File: src/rtl/mag_share_arbiter_pkg.sv
// Shared sizing helpers and types for the mag datapath sharing arbiter.
package mag_share_arbiter_pkg;

  localparam int unsigned NumReqDefault   = 4;
  localparam int unsigned WidthInDefault  = 14;
  localparam int unsigned WidthOutDefault = 15;
  localparam int unsigned TagDepthDefault = 4;

  // Width of an index into n items, never less than one bit.
  function automatic int unsigned idx_width(input int unsigned n);
    return (n <= 1) ? 1 : $clog2(n);
  endfunction

  // Width of an occupancy counter that must also represent the value 'depth'.
  function automatic int unsigned cnt_width(input int unsigned depth);
    return $clog2(depth) + 1;
  endfunction

  localparam int unsigned IdWidth     = idx_width(NumReqDefault);
  localparam int unsigned TagCntWidth = cnt_width(TagDepthDefault);

  typedef logic [IdWidth-1:0] id_t;

endpackage

File: src/rtl/mag_share_arbiter_if.sv
// Requester-side and mag-side handshake bundle of the mag sharing arbiter.
interface mag_share_arbiter_if #(
  parameter int unsigned NumReq   = 4,
  parameter int unsigned WidthIn  = 14,
  parameter int unsigned WidthOut = 15
);
  // requester -> mag direction
  logic [NumReq-1:0]         valid_i;
  logic [NumReq*WidthIn-1:0] gx_i;
  logic [NumReq*WidthIn-1:0] gy_i;
  logic [NumReq-1:0]         ready_o;
  logic                      mag_valid_o;
  logic [WidthIn-1:0]        mag_gx_o;
  logic [WidthIn-1:0]        mag_gy_o;
  logic                      mag_ready_i;
  // mag -> requester direction
  logic                      mag_valid_i;
  logic [WidthOut-1:0]       mag_i;
  logic                      mag_ready_o;
  logic [NumReq-1:0]         valid_o;
  logic [WidthOut-1:0]       mag_o;
  logic [NumReq-1:0]         ready_i;

  // arbiter view
  modport slave (
    input  valid_i, gx_i, gy_i, mag_ready_i, mag_valid_i, mag_i, ready_i,
    output ready_o, mag_valid_o, mag_gx_o, mag_gy_o, mag_ready_o, valid_o, mag_o
  );

  // environment view (requesters plus the mag instance)
  modport master (
    output valid_i, gx_i, gy_i, mag_ready_i, mag_valid_i, mag_i, ready_i,
    input  ready_o, mag_valid_o, mag_gx_o, mag_gy_o, mag_ready_o, valid_o, mag_o
  );

endinterface

File: src/rtl/mag_tag_fifo.sv
// Synchronous FIFO of requester ids tracking beats in flight inside mag.
module mag_tag_fifo
  import mag_share_arbiter_pkg::*;
#(
  parameter int unsigned Depth = TagDepthDefault,
  parameter int unsigned CntW  = TagCntWidth,
  parameter type         tag_t = id_t
) (
  input  logic            clk_i,
  input  logic            rst_ni,
  input  logic            push_i,
  input  tag_t            push_id_i,
  input  logic            pop_i,
  output tag_t            head_id_o,
  output logic            empty_o,
  output logic [CntW-1:0] count_o
);

  localparam int unsigned PtrW = idx_width(Depth);

  tag_t            mem_q [Depth];
  tag_t            mem_d [Depth];
  logic [PtrW-1:0] wr_ptr_q, wr_ptr_d;
  logic [PtrW-1:0] rd_ptr_q, rd_ptr_d;
  logic [CntW-1:0] cnt_q, cnt_d;
  logic            full;
  logic            do_push;
  logic            do_pop;

  // Pointer, occupancy and storage updates; pointers wrap naturally (Depth is a power of 2).
  always_comb begin
    full     = (cnt_q == CntW'(Depth));
    empty_o  = (cnt_q == '0);
    do_pop   = pop_i & ~empty_o;
    do_push  = push_i & (~full | do_pop);
    mem_d    = mem_q;
    wr_ptr_d = wr_ptr_q;
    rd_ptr_d = rd_ptr_q;
    cnt_d    = cnt_q;
    if (do_push) begin
      mem_d[wr_ptr_q] = push_id_i;
      wr_ptr_d        = wr_ptr_q + PtrW'(1);
    end
    if (do_pop) begin
      rd_ptr_d = rd_ptr_q + PtrW'(1);
    end
    if (do_push && !do_pop) begin
      cnt_d = cnt_q + CntW'(1);
    end else if (do_pop && !do_push) begin
      cnt_d = cnt_q - CntW'(1);
    end
    head_id_o = mem_q[rd_ptr_q];
    count_o   = cnt_q;
  end

  // State register with synchronous active-low reset.
  always_ff @(posedge clk_i) begin
    if (!rst_ni) begin
      mem_q    <= '{default: '0};
      wr_ptr_q <= '0;
      rd_ptr_q <= '0;
      cnt_q    <= '0;
    end else begin
      mem_q    <= mem_d;
      wr_ptr_q <= wr_ptr_d;
      rd_ptr_q <= rd_ptr_d;
      cnt_q    <= cnt_d;
    end
  end

endmodule

File: src/rtl/mag_share_arbiter.sv
// Round-robin sharing of one in-order mag datapath between NumReq gradient streams.
module mag_share_arbiter
  import mag_share_arbiter_pkg::*;
#(
  parameter int unsigned NumReq   = NumReqDefault,
  parameter int unsigned WidthIn  = WidthInDefault,
  parameter int unsigned WidthOut = WidthOutDefault,
  parameter int unsigned TagDepth = TagDepthDefault
) (
  input  logic                clk_i,
  input  logic                rst_ni,
  mag_share_arbiter_if.slave  bus,
  output logic                err_o
);

  localparam int unsigned IdW  = idx_width(NumReq);
  localparam int unsigned CntW = cnt_width(TagDepth);

  typedef logic [IdW-1:0] rid_t;

  rid_t            rr_ptr_q, rr_ptr_d;
  logic            err_q, err_d;
  rid_t            winner;
  logic            found;
  logic            can_push;
  logic            handshake;
  logic            pop;
  logic            full;
  logic            tag_empty;
  rid_t            head_id;
  logic [CntW-1:0] tag_cnt;

  mag_tag_fifo #(
    .Depth (TagDepth),
    .CntW  (CntW),
    .tag_t (rid_t)
  ) u_tag_fifo (
    .clk_i     (clk_i),
    .rst_ni    (rst_ni),
    .push_i    (handshake),
    .push_id_i (winner),
    .pop_i     (pop),
    .head_id_o (head_id),
    .empty_o   (tag_empty),
    .count_o   (tag_cnt)
  );

  // Rotating-priority scan: first valid requester at or after rr_ptr, with wrap.
  always_comb begin
    int unsigned idx;
    winner = '0;
    found  = 1'b0;
    for (int unsigned k = 0; k < NumReq; k++) begin
      idx = k + 32'(rr_ptr_q);
      if (idx >= NumReq) begin
        idx = idx - NumReq;
      end
      if (!found && bus.valid_i[idx]) begin
        found  = 1'b1;
        winner = rid_t'(idx);
      end
    end
  end

  // Return path: the FIFO head owns whatever result mag presents.
  always_comb begin
    bus.valid_o     = '0;
    bus.mag_ready_o = ~tag_empty & bus.ready_i[head_id];
    bus.mag_o       = bus.mag_i;
    if (bus.mag_valid_i && !tag_empty) begin
      bus.valid_o[head_id] = 1'b1;
    end
    pop = bus.mag_valid_i & bus.mag_ready_o;
  end

  // Forward path: a same-cycle pop frees a slot for a new grant when the FIFO is full.
  always_comb begin
    full            = (tag_cnt == CntW'(TagDepth));
    can_push        = ~full | pop;
    bus.mag_valid_o = (|bus.valid_i) & can_push;
    bus.mag_gx_o    = found ? bus.gx_i[winner*WidthIn +: WidthIn] : '0;
    bus.mag_gy_o    = found ? bus.gy_i[winner*WidthIn +: WidthIn] : '0;
    bus.ready_o     = '0;
    if (found && bus.mag_ready_i && can_push) begin
      bus.ready_o[winner] = 1'b1;
    end
    handshake = bus.mag_valid_o & bus.mag_ready_i;
  end

  // Next round-robin pointer and sticky underflow error.
  always_comb begin
    rr_ptr_d = rr_ptr_q;
    if (handshake) begin
      rr_ptr_d = (winner == rid_t'(NumReq - 1)) ? '0 : winner + rid_t'(1);
    end
    err_d = err_q | (bus.mag_valid_i & tag_empty);
    err_o = err_q;
  end

  // State register with synchronous active-low reset.
  always_ff @(posedge clk_i) begin
    if (!rst_ni) begin
      rr_ptr_q <= '0;
      err_q    <= 1'b0;
    end else begin
      rr_ptr_q <= rr_ptr_d;
      err_q    <= err_d;
    end
  end

endmodule

File: src/flat_wrapper.sv
// flat-port wrapper written by rule: the top's interface ports become plain ports
module mag_share_arbiter_flat import mag_share_arbiter_pkg::*;
#(
  parameter int unsigned NumReq   = NumReqDefault,
  parameter int unsigned WidthIn  = WidthInDefault,
  parameter int unsigned WidthOut = WidthOutDefault,
  parameter int unsigned TagDepth = TagDepthDefault
)
  (clk_i, rst_ni, err_o, bus_valid_i, bus_gx_i, bus_gy_i, bus_mag_ready_i, bus_mag_valid_i, bus_mag_i, bus_ready_i, bus_ready_o, bus_mag_valid_o, bus_mag_gx_o, bus_mag_gy_o, bus_mag_ready_o, bus_valid_o, bus_mag_o);
  mag_share_arbiter_if #(.NumReq(NumReq), .WidthIn(WidthIn), .WidthOut(WidthOut)) bus_i ();
  input  logic clk_i;
  input  logic rst_ni;
  output logic err_o;
  input wire logic [$bits(bus_i.valid_i)-1:0] bus_valid_i;
  input wire logic [$bits(bus_i.gx_i)-1:0] bus_gx_i;
  input wire logic [$bits(bus_i.gy_i)-1:0] bus_gy_i;
  input wire logic [$bits(bus_i.mag_ready_i)-1:0] bus_mag_ready_i;
  input wire logic [$bits(bus_i.mag_valid_i)-1:0] bus_mag_valid_i;
  input wire logic [$bits(bus_i.mag_i)-1:0] bus_mag_i;
  input wire logic [$bits(bus_i.ready_i)-1:0] bus_ready_i;
  output wire logic [$bits(bus_i.ready_o)-1:0] bus_ready_o;
  output wire logic [$bits(bus_i.mag_valid_o)-1:0] bus_mag_valid_o;
  output wire logic [$bits(bus_i.mag_gx_o)-1:0] bus_mag_gx_o;
  output wire logic [$bits(bus_i.mag_gy_o)-1:0] bus_mag_gy_o;
  output wire logic [$bits(bus_i.mag_ready_o)-1:0] bus_mag_ready_o;
  output wire logic [$bits(bus_i.valid_o)-1:0] bus_valid_o;
  output wire logic [$bits(bus_i.mag_o)-1:0] bus_mag_o;
  assign bus_i.valid_i = bus_valid_i;
  assign bus_i.gx_i = bus_gx_i;
  assign bus_i.gy_i = bus_gy_i;
  assign bus_i.mag_ready_i = bus_mag_ready_i;
  assign bus_i.mag_valid_i = bus_mag_valid_i;
  assign bus_i.mag_i = bus_mag_i;
  assign bus_i.ready_i = bus_ready_i;
  assign bus_ready_o = bus_i.ready_o;
  assign bus_mag_valid_o = bus_i.mag_valid_o;
  assign bus_mag_gx_o = bus_i.mag_gx_o;
  assign bus_mag_gy_o = bus_i.mag_gy_o;
  assign bus_mag_ready_o = bus_i.mag_ready_o;
  assign bus_valid_o = bus_i.valid_o;
  assign bus_mag_o = bus_i.mag_o;
  mag_share_arbiter #(.NumReq(NumReq), .WidthIn(WidthIn), .WidthOut(WidthOut), .TagDepth(TagDepth)) u_core (.clk_i(clk_i), .rst_ni(rst_ni), .bus(bus_i), .err_o(err_o));
endmodule
File: config.mk
export PLATFORM = sky130hd
export DESIGN_NAME = mag_share_arbiter_flat
export DESIGN_NICKNAME = d
export VERILOG_FILES = /design/src/rtl/mag_share_arbiter_pkg.sv /design/src/rtl/mag_share_arbiter_if.sv /design/src/rtl/mag_tag_fifo.sv /design/src/rtl/mag_share_arbiter.sv /design/src/flat_wrapper.sv
export SDC_FILE = /design/constraint.sdc
export NUM_CORES = 1
export LEC_CHECK = 0
export ABC_AREA = 0
export BUFFER_PORTS_ARGS = -buffer_cell sky130_fd_sc_hd__buf_2
export CAP_MARGIN = 20
export CORE_ASPECT_RATIO = 0.5
export CORE_MARGIN = 2
export CORE_UTILIZATION = 30
export CTS_CLUSTER_DIAMETER = 60
export DETAILED_ROUTE_END_ITERATION = 6
export SKIP_LAST_GASP = 1
export SYNTH_ARGS = -nofsm -noshare
export SYNTH_HDL_FRONTEND = slang
export SYNTH_SLANG_ARGS = --single-unit
export TNS_END_PERCENT = 20
File: constraint.sdc
create_clock -name clk_i -period 7.1 [get_ports clk_i]
set_input_delay 0.355 -clock clk_i [delete_from_list [all_inputs] [get_ports clk_i]]
set_output_delay 0.355 -clock clk_i [all_outputs]
set_load 0.05 [all_outputs]
==> metrics.txt <==
antenna-violating nets left=0; cells after synthesis=338; Layout area overhead=36.6%; Syn. warnings=0; Mapped Area=2350 µm²; dpl hpwl=5.84 mm; Hold WS=0.372 ns; All-Layer GR Usage=16.6%; first-pass GRT wire length=11.8 mm; total routed wirelength=7.60 mm; Die Area=8590 µm²; CTS H-tree depth=1; Initial Utilization=31.5%; Post-Syn Nets=487; Crit. End Element=output pin; Routed WL per cell=13.3 µm; Tmin final=3.80 ns; DIE HEIGHT=66.5 µm; DR pass1 iterations=4; setup TNS=0 ns; gr ovfl total=0; num ports=193; Max Cap Viol=0; Final setup viols=0; vias in the first global route=2612; PostCTS Resize Cnt=0; Fin Clk Skew=0.00127 ns; num rows=22; leakage=1.61 nW; CTS tree=yes; Slew Limit Fails=0; post-CTS setup buffers=0; CTS Hold Bufs=0; clock sinks=18; Fmax=263 MHz; worst path arrival time=3.44 ns; Total Nets Final=614; Final GP Congestion=0.764; register area share after synthesis=15.4%; area occupied by multi-input gates=1610 µm²; IO Port Bufs=162; Max IR drop VDD=0.000122 V; root buf cell=clkbuf_16; Hold Path Class=input pin to flop; layout cell share with drive strength beyond 1=39.2%; initial antenna violation count=0; status=completed; synthesized area per cell=6.94 µm²; CTS buffer count=3; worst-path maximum fanout=59; kind of critical path=flop to output pin; count of different cell masters after synthesis=35; total power draw=908 µW; worst rel slew slack=31.4%; Clock transition at path regs=0.05 ns; DRC viols=0; Least-Margin Pin Slew=1.03 ns; Pwr Density=283 nW/µm²; worst-skew pair later-pin latency=0.25 ns; Die Wd=129 µm; via count=2813; dominant synthesized flop cell=dfxtp_1; Fill cells=795; RSZ-0062 raised after global routing=no; Final Hold Fails=0; Yosys reg bits=18; Worst setup SP type=flop; Antenna Cells=0; WP data required=6.74 ns; number of synthesized flops with an enable pin=0; final period utilization=53.5%; area occupied by registers=360 µm²; core area=7460 µm²; 1st-iter DRT viols=136; pin count of the biggest net entering global routing=60; async set-or-reset flop fraction in the synthesized netlist=0%; Via density=4.92; maximum clock path buffer count=2
==> registers in the layout, summed over array words and instances, names as in the netlist <==
name,flops
u_core.u_tag_fifo.rd_ptr_q,2
u_core.u_tag_fifo.wr_ptr_q,2
u_core.u_tag_fifo.mem_q,8
u_core.err_o,1
u_core.rr_ptr_q,2
u_core.u_tag_fifo.count_o,3
==> cell usage after synthesis, drive strengths merged (2+ instances only) <==
cell type,number,area share [%]
nand2,73,12
a211oi,57,18
inv,40,6.5
a311oi,28,10
clkbuf,25,4.0
buf,21,6.1
dfxtp,18,15
mux2i,16,6.8
nor2,10,1.6
ha,9,4.8
a21oi,6,1.3
and2,4,1.1
o2111ai,4,1.5
or3,4,1.1
nand2b,3,0.80
o21ai,3,0.64
mux4,2,2.1
xor2,2,0.75
==> area by class of cell <==
cell class              count  area share, %
inverters                  40           4.76
multi-input cells         234           50.3
well taps                 108           4.21
clock buffers               4           2.77
repair buffers            168           26.7
flip-flops and latches     18           11.2
==> cells in the final DEF, fill, tap and decap left out, drive strengths merged, types with 6 or more instances in the layout <==
cell type and n:
nand2 73, dfxtp 18, a311oi 28, a21oi 6, buf 168, nor2 10, a211oi 57, ha 9
mux2i 16, inv 40
==> final timing paths <==
check                                              endpoint  cells past startpoint  slack, ns                                       start
setup / recovery                             bus_ready_o[3]                      9       3.30             u_core.rr_ptr_q[1]$_SDFFE_PN0P_
hold / removal                      u_core.err_o$_SDFF_PN0_                      3       0.37                             bus_mag_valid_i
setup reg to reg  u_core.u_tag_fifo.count_o[2]$_SDFFE_PN0P_                     10       3.62  u_core.u_tag_fifo.rd_ptr_q[0]$_SDFFE_PN0P_
hold reg to reg                     u_core.err_o$_SDFF_PN0_                      2       0.46                     u_core.err_o$_SDFF_PN0_
==> report_power, final <==
| group | switching [mW] | internal, mW |
|---|---|---|
| Clock | 0.0369 | 0.0856 |
| Combinational | 0.452 | 0.190 |
| Sequential | 0.0213 | 0.122 |
| Total | 0.510 | 0.397 |
==> cell families (layout without fill, tap and decap cells) <==
family / Yosys count / count (layout) / synth area share [%]
xor gates and xnor gates: 3 / 3 / 1.12
AOI/OAI and AO/OA: 102 / 102 / 34.0
muxes: 18 / 18 / 8.90
DFF: 18 / 18 / 15.4
and+or+nand+nor: 101 / 101 / 18.4
buffers and inverters: 86 / 212 / 16.6
adders and majority gates: 10 / 10 / 5.65
==> per-stage QoR <==
step	instance area [µm²]	setup slack, ns	utilization [%]	instances
4_1_cts	3210	3.27	43.0	572
2_1_floorplan	2350	3.97	-	338
3_3_place_gp	3120	3.51	41.8	568
5_1_grt	3210	2.99	43.0	572
6_report	3210	3.30	43.0	572
3_5_place_dp	3120	3.49	41.8	568
==> routing by layer <==
metal  wire (µm)  global-route usage (%)  share of wire (%)  vias up
met5           0                       0                  0        -
met4          54                    2.45               0.71        0
met3         366                    2.57                4.8        8
met2        3830                    31.5                 50       83
met1        3350                    20.4                 44     1271
li1            -                       -                  -     1451
==> worst max-delay path, cell delays in order, from the launching register on <==
cell     delay (ns)
dfxtp_1        0.43
a21oi_1        0.11
o21ai_2        0.11
buf_4          0.30
a21o_2         0.85
inv_1          0.44
buf_4          0.34
ha_1           0.22
and2_1         0.15
buf_2          0.21
Note: power is estimated with default switching activity, not from simulation.
